File: src/rtl/clause_store.sv
// clause_store: clause slots with valid bits, two forwarded registered read ports
// and a sweeping engine that rewrites the value field of terms matching an assigned variable.
module clause_store #(
    parameter int NUM_CLAUSES      = 16,
    parameter int TERMS_PER_CLAUSE = 3,
    parameter int VAR_ID_WIDTH     = 8,
    parameter int TERM_WIDTH       = VAR_ID_WIDTH + 3,
    parameter int CLAUSE_WIDTH     = TERMS_PER_CLAUSE * TERM_WIDTH,
    parameter int AW               = $clog2(NUM_CLAUSES),
    parameter int HW               = $clog2(NUM_CLAUSES * TERMS_PER_CLAUSE + 1)
) (
    input  logic                    clk,
    input  logic                    rst_n,
    input  logic                    wr_en,
    input  logic [AW-1:0]           wr_addr,
    input  logic [CLAUSE_WIDTH-1:0] wr_data,
    input  logic                    wr_valid,
    input  logic                    clr,
    input  logic [AW-1:0]           rd_addr_a,
    output logic [CLAUSE_WIDTH-1:0] rd_data_a,
    output logic                    rd_vld_a,
    input  logic [AW-1:0]           rd_addr_b,
    output logic [CLAUSE_WIDTH-1:0] rd_data_b,
    output logic                    rd_vld_b,
    input  logic                    asg_start,
    input  logic [VAR_ID_WIDTH-1:0] asg_var,
    input  logic [1:0]              asg_value,
    output logic                    asg_busy,
    output logic                    asg_done,
    output logic [HW-1:0]           asg_hits,
    output logic [AW:0]             num_valid
);
    typedef enum logic [1:0] {IDLE, SCAN, DONE} state_t;

    logic [CLAUSE_WIDTH-1:0] r_mem [NUM_CLAUSES];
    logic [NUM_CLAUSES-1:0]  r_vld;
    state_t                  r_state;
    logic [AW-1:0]           r_idx;
    logic [VAR_ID_WIDTH-1:0] r_var;
    logic [1:0]              r_val;
    logic [HW-1:0]           r_cnt;
    logic [HW-1:0]           r_hits;
    logic [CLAUSE_WIDTH-1:0] r_rd_data_a;
    logic [CLAUSE_WIDTH-1:0] r_rd_data_b;
    logic                    r_rd_vld_a;
    logic                    r_rd_vld_b;

    logic [CLAUSE_WIDTH-1:0] w_cur;
    logic [CLAUSE_WIDTH-1:0] w_bc_data;
    logic [HW-1:0]           w_bc_cnt;
    logic [HW-1:0]           w_cnt_nxt;
    logic                    w_bc_we;
    logic                    w_hw_a;
    logic                    w_hw_b;
    logic [AW:0]             w_pop;

    // Rewritten image of the slot under the sweep pointer and its match count
    always_comb begin
        w_cur     = r_mem[r_idx];
        w_bc_data = w_cur;
        w_bc_cnt  = '0;
        for (int t = 0; t < TERMS_PER_CLAUSE; t++) begin
            if (w_cur[CLAUSE_WIDTH-1-t*TERM_WIDTH -: VAR_ID_WIDTH] == r_var) begin
                w_bc_data[CLAUSE_WIDTH-1-t*TERM_WIDTH-VAR_ID_WIDTH -: 2] = r_val;
                w_bc_cnt = w_bc_cnt + HW'(1);
            end
        end
    end

    // A host write to the swept slot wins and suppresses that slot's hits
    assign w_bc_we   = rst_n && r_state == SCAN && r_vld[r_idx] && !(wr_en && wr_addr == r_idx);
    assign w_cnt_nxt = r_cnt + (w_bc_we ? w_bc_cnt : '0);
    assign w_hw_a    = wr_en && wr_addr == rd_addr_a;
    assign w_hw_b    = wr_en && wr_addr == rd_addr_b;

    always_comb begin
        w_pop = '0;
        for (int i = 0; i < NUM_CLAUSES; i++) w_pop = w_pop + (AW+1)'(r_vld[i]);
    end

    always_ff @(posedge clk) begin
        if (rst_n) begin
            if (w_bc_we) r_mem[r_idx] <= w_bc_data;
            if (wr_en) r_mem[wr_addr] <= wr_data;
        end
    end

    always_ff @(posedge clk) begin
        if (!rst_n) begin
            r_vld       <= '0;
            r_rd_data_a <= '0;
            r_rd_data_b <= '0;
            r_rd_vld_a  <= 1'b0;
            r_rd_vld_b  <= 1'b0;
        end else begin
            if (clr) r_vld <= '0;
            if (wr_en) r_vld[wr_addr] <= wr_valid;
            r_rd_data_a <= w_hw_a ? wr_data : (w_bc_we && r_idx == rd_addr_a) ? w_bc_data : r_mem[rd_addr_a];
            r_rd_data_b <= w_hw_b ? wr_data : (w_bc_we && r_idx == rd_addr_b) ? w_bc_data : r_mem[rd_addr_b];
            r_rd_vld_a  <= w_hw_a ? wr_valid : !clr && r_vld[rd_addr_a];
            r_rd_vld_b  <= w_hw_b ? wr_valid : !clr && r_vld[rd_addr_b];
        end
    end

    always_ff @(posedge clk) begin
        if (!rst_n) begin
            r_state <= IDLE;
            r_idx   <= '0;
            r_var   <= '0;
            r_val   <= '0;
            r_cnt   <= '0;
            r_hits  <= '0;
        end else begin
            case (r_state)
                IDLE: if (asg_start && asg_value != 2'b11) begin
                    r_state <= SCAN;
                    r_var   <= asg_var;
                    r_val   <= asg_value;
                    r_idx   <= '0;
                    r_cnt   <= '0;
                    r_hits  <= '0;
                end
                SCAN: begin
                    r_cnt <= w_cnt_nxt;
                    r_idx <= r_idx + AW'(1);
                    if (r_idx == AW'(NUM_CLAUSES - 1)) begin
                        r_state <= DONE;
                        r_hits  <= w_cnt_nxt;
                    end
                end
                default: r_state <= IDLE;
            endcase
        end
    end

    assign rd_data_a = r_rd_data_a;
    assign rd_data_b = r_rd_data_b;
    assign rd_vld_a  = r_rd_vld_a;
    assign rd_vld_b  = r_rd_vld_b;
    assign asg_busy  = r_state == SCAN;
    assign asg_done  = r_state == DONE;
    assign asg_hits  = r_hits;
    assign num_valid = w_pop;
endmodule

File: config.mk
export PLATFORM = sky130hd
export DESIGN_NAME = clause_store
export DESIGN_NICKNAME = d
export VERILOG_FILES = /design/src/rtl/clause_store.sv
export SDC_FILE = /design/constraint.sdc
export NUM_CORES = 2
export LEC_CHECK = 0
export ABC_CLOCK_PERIOD_IN_PS = 4200
export CAP_MARGIN = 20
export CORE_MARGIN = 4
export CORE_UTILIZATION = 50
export CTS_CLUSTER_SIZE = 14
export DETAILED_ROUTE_END_ITERATION = 10
export PLACE_DENSITY = 0.7
export SETUP_SLACK_MARGIN = 0.2
export SYNTH_ARGS = -nofsm -noshare
export SYNTH_HDL_FRONTEND = slang
export SYNTH_SLANG_ARGS = --single-unit
File: constraint.sdc
create_clock -name clk -period 4.2 [get_ports clk]
set_input_delay 0.84 -clock clk [delete_from_list [all_inputs] [get_ports clk]]
set_output_delay 0.84 -clock clk [all_outputs]
set_load 0.02 [all_outputs]
== Yosys cells after proc, flatten, opt, wreduce, memory -nomap -nowiden ==
Memories as Yosys holds them, arrays and structs flattened. A register that Yosys moved wholly into a read port is not among the register bits.
Cells that the tools add are included.

* Logic and storage cells: 104
* Output and inout bits: 81
* Memories kept: 1
* Bits in writable memories: 528
* Bits of input ports: 61
* Register bits: 46

* Mux-type cells: 38
* Order comparisons: 5
* Add/subtract/negate cells: 19
* Reduce and logical (&&, ||, !) cells: 20
* Equality and inequality tests: 12

{| class="wikitable"
|+ Memory list
! memory !! words !! bits a word !! rd ports !! clocked after memory_dff !! write ports !! RTL line !! text
|-
| r_mem || 16 || 33 || 3 || 3 || 2 || 35 || <nowiki>logic [CLAUSE_WIDTH-1:0] r_mem [NUM_CLAUSES];</nowiki>
|}

{| class="wikitable"
|+ Operator list
! kind !! count
|-
| $add A5 B1 Y5 || 11
|-
| $mux W16 || 3
|-
| $mux W6 || 5
|-
| $eq A8 B8 Y1 || 3
|-
| $pmux W6 S2 || 2
|-
| $lt A4 B5 Y1 const B || 4
|-
| $bwmux W16 || 1
|-
| $mux W1 || 13
|-
| $add A6 B1 Y6 const B || 2
|-
| $bmux W1 S4 || 3
|-
| $eq A4 B4 Y1 || 3
|-
| $mux W4 || 3
|-
| $logic_and A1 B1 Y1 || 10
|-
| $mux W2 || 5
|-
| $pmux W4 S2 || 1
|-
| $add A6 B6 Y6 || 1
|-
| $reduce_and A2 Y1 || 3
|-
| $add A4 B1 Y5 || 1
|-
| $add A3 B1 Y4 || 1
|-
| $add A4 B1 Y4 const B || 1
|-
| $demux W1 S4 || 1
|-
| $eq A4 B4 Y1 const B || 1
|-
| $ge A4 B1 Y1 const B || 1
|-
| $logic_not A1 Y1 || 4
|-
| 10 further kinds || 11
|}

== Longest topological paths before layout ==
* Depth after elaboration: 15
* Gate-level depth with buffers: 23

== Worst setup path after synthesis ==
OpenSTA, ideal clock, no wires.

* Path type: register to output
* From: register r_vld[5]
* To: output port num_valid[2]
* Buffers on the path: 0
* Path slack: -0.025 ns
* Arrival: 3.385 ns
* Stages on the path, launching flop included: 11
* Path through: dfxtp_1 > inv_1 > fa_1 > fa_1 > fa_1 > fa_1 > inv_1 > ha_1 > inv_1 > fa_1 > xnor2_1

* Cells in the longest elaborated chain, start to end: 11

{| class="wikitable"
|+ Ends and longest elaborated chain
! what !! RTL line !! text
|-
| start: declaration || 36 || <nowiki>logic [NUM_CLAUSES-1:0] r_vld;</nowiki>
|-
| start signal: indexed assignment || 97 || <nowiki>if (wr_en) r_vld[wr_addr] <= wr_valid;</nowiki>
|-
| $add A5 B1 Y5 (11 in a row) || 78 || <nowiki>for (int i = 0; i < NUM_CLAUSES; i++) w_pop = w_pop + (AW+1)'(r_vld[i]);</nowiki>
|-
| end: declaration || 31 || <nowiki>output logic [AW:0] num_valid</nowiki>
|}

No other way between the ends.

== Final worst setup path ==
* From: register r_vld[5]
* To: output port num_valid[4]

The elaborated chain is that of the path after synthesis.

==> qor.yml <==
status: "finished with violations"
violations: "negative setup slack"
syn_nets: 3082
yosysMostFrequentCell: "edfxtp_1"
worstPathCellList: "inv_1 > fa_1 > fa_1 > fa_1 > fa_1 > inv_2 > ha_4 > inv_2 > fa_2 > nor2b_1 > o21a_2 > buf_6"
critPathMaxStageDelay_ns: 0.59
ios: 142
crit_path_top_delay_cell: "fa_1"
hpwl_mm: 86.9
critPathLaunchType: "flip-flop"
power.density_nw_per_um2: 339
die_height_um: 294
cts_tree: "built"
hold_class: "flip-flop to flip-flop"
clock-sinks: 644
synthDistinctLibCells: 63
drtIter0Drc: 4152
critical-path-top-delay-family: "adder cells"
ant_nets: 0
synth_warnings: 0
root_buffer: "clkbuf_16"
setup_viol: 13
cts_hold_buf: 0
preCtsSetupSlack_ns: -0.497
cap_violations: 0
initial_core_util_pct: 50.6
hold_viol_final: 0
worstPathBufferInverterCount: 4
ys_seq_area_share_pct: 44.5
grt_max_degree: 62
std_cell_rows: 104
synth_area_per_cell_um2: 13.6
htreeDepth: 3
design_area_um2: 47800
nets: 3210
relSlewSlack_pct: 29.6
skew_ns: 0.0349
core-area_um2: 80800
worstSetupEndpointType: "output port"
synth_area_leaders: "edfxtp_1 39%, mux4_2 26%, mux2_2 8.8%, dfxtp_1 5.7%, nand2_1 3.3%"
slew_viol_final: 0
syn_area_um2: 40900
yosysTopAreaCell: "edfxtp_1"
synthCells: 2996
wl_per_cell_um: 33.9
synth-seq-cells: 644
layout-drive-gt1-share_pct: 39.8
min_period_over_period_pct: 115
fin_ws_ns: -0.635
clkLatencyLatePin_ns: 0.63
die-area_um2: 86400
leakage_uw: 0.0158
routed_wl_mm: 144
grt_pass1_wl_mm: 208
critPathMostFrequentCell: "fa_1"
vias: 30600
gr-usage-all-layers_pct: 32.9
cp.required_ns: 3.36
die_x_um: 294
synthFlopType: "edfxtp_1"
antenna_found_initial: 2
ys_async_sr_fraction_pct: 0
tightest_slew_ns: 1.05
rsz0062_at_grt: "true"
viasPerCell: 7.21
dr.pass1.iters: 8
drcViolationCount: 0
path_class: "flip-flop to output port"
max_freq_ghz: 0.207
path_max_fanout: 2
path_clk_slew_ns: 0.06
dpl-instance-area_um2: 44700
fillers: 6059
fin_crit_ns: 4.84
synth-edff-count: 528
clockBufferDepth: 3
syn_to_final_growth_pct: 16.9
synth_top_area_share_pct: 38.8
place.gp.congestion: 0.932
grt_overflow: 0
grt_pass1_vias: 30700
arrival_ns: 4.00
io_buffers: 141
ir_drop_v: 0.000300
setup_tns_ns: -3.50
synth_commonest_cells: "528 x edfxtp_1, 463 x mux4_2, 360 x nand2_1"
numCtsBuffers: 73
[stage by stage]
stage | hold WS, ns | cells | total power, uW | utilization [%]
floorplan | 0.464 | 2996 | 8800 | -
global placement | 0.488 | 4082 | 9510 | 55.4
detailed placement | 0.509 | 4082 | 9570 | 55.4
CTS | 0.525 | 4231 | 16200 | 58.8
global route | 0.571 | 4241 | 16600 | 59.1
finish | 0.520 | 4242 | 16200 | 59.1
[flip-flops by register name, summed over array words and instances (netlist names), 4 cells and up, named ones only]
register	flops
r_idx	4
rd_data_a	33
r_mem	528
r_cnt	6
r_vld	16
rd_data_b	33
r_var	8
asg_hits	6
[repair_timing]
action                     in CTS  in global routing
setup endpoints to repair      15                 15
setup buffers                  16                  6
gates resized for setup        67                 32
cloned                          2                  0
pin swaps                      16                 22
[layout by cell type, fill, tap and decap left out, types with 12 or more instances in the layout]
cell,n
edfxtp_1,528
mux4_2,463
nand2_1,355
mux2_2,308
buf_4,195
nor2_1,143
o21ai_0,129
mux2i_1,128
clkdlybuf4s50_1,128
dfxtp_1,110
clkbuf_16,76
a211oi_1,56
buf_12,51
a21oi_1,29
o21ai_1,25
xor2_1,24
inv_1,23
nand3_1,21
xnor2_1,20
nor2_4,18
a21o_1,16
clkinv_1,15
mux2_4,14
o22ai_1,14
o211ai_1,12
o31ai_1,12
buf_6,12
[final cells by class]
class	count	area (um2)	share of cell area (%)
Clock buffer	91	1990	4.17
Antenna cell	2	5.00	0.0105
Sequential cell	644	18200	38.1
Tap cell	1060	1330	2.78
Inverter	35	133	0.278
Multi-Input combinational cell	1976	21700	45.3
Timing Repair Buffer	394	4030	8.44
Clock inverter	40	440	0.922
[kinds of logic (layout without fill, tap and decap cells)]
group                      Yosys count  in the layout  share of synthesized area (%)
muxes                              928            928                           37.9
DFF                                644            644                           44.5
and+or+nand+nor                    606            606                           6.00
buffers and inverters              376            560                           3.83
AOI/OAI and AO/OA                  364            364                           5.66
xor gates and xnor gates            53             53                           1.15
adders and majority gates           25             25                          0.967
other                                0              2                              0
[worst register-to-register path, delay by kind of cell (launching register included)]
| kind | cells | cell delay [ns] |
|---|---|---|
| muxes | 2 | 1.07 |
| and+or+nand+nor | 6 | 0.83 |
| adders and majority gates | 1 | 0.26 |
| buffers and inverters | 2 | 0.28 |
| xor gates and xnor gates | 2 | 0.37 |
| DFF | 1 | 0.40 |
| AOI/OAI and AO/OA | 5 | 1.04 |
[worst paths after layout]
| kind | startpoint | to | slack (ns) | depth (start not counted) |
|---|---|---|---|---|
| setup / recovery | r_vld[5] | num_valid[4] | -0.64 | 12 |
| setup reg to reg | flip-flop | r_cnt[5] | -0.22 | 18 |
| hold / removal | asg_hits[4] | asg_hits[4] | 0.52 | 2 |
| hold reg to reg | asg_hits[4] | asg_hits[4] | 0.52 | 2 |
[power breakdown]
group          switching, uW  internal, uW
clock                   2720          3920
sequential              77.8          7060
combinational           1260          1170
[layer usage]
metal / global-route usage, % / vias to the layer above / wire, um
li1: - / 12000 / -
met1: 41.3 / 15300 / 48200
met2: 52.1 / 2629 / 66500
met3: 8.70 / 631 / 19000
met4: 19.0 / 2 / 10300
met5: 0 / - / 17
(Power assumes the default switching activity.)
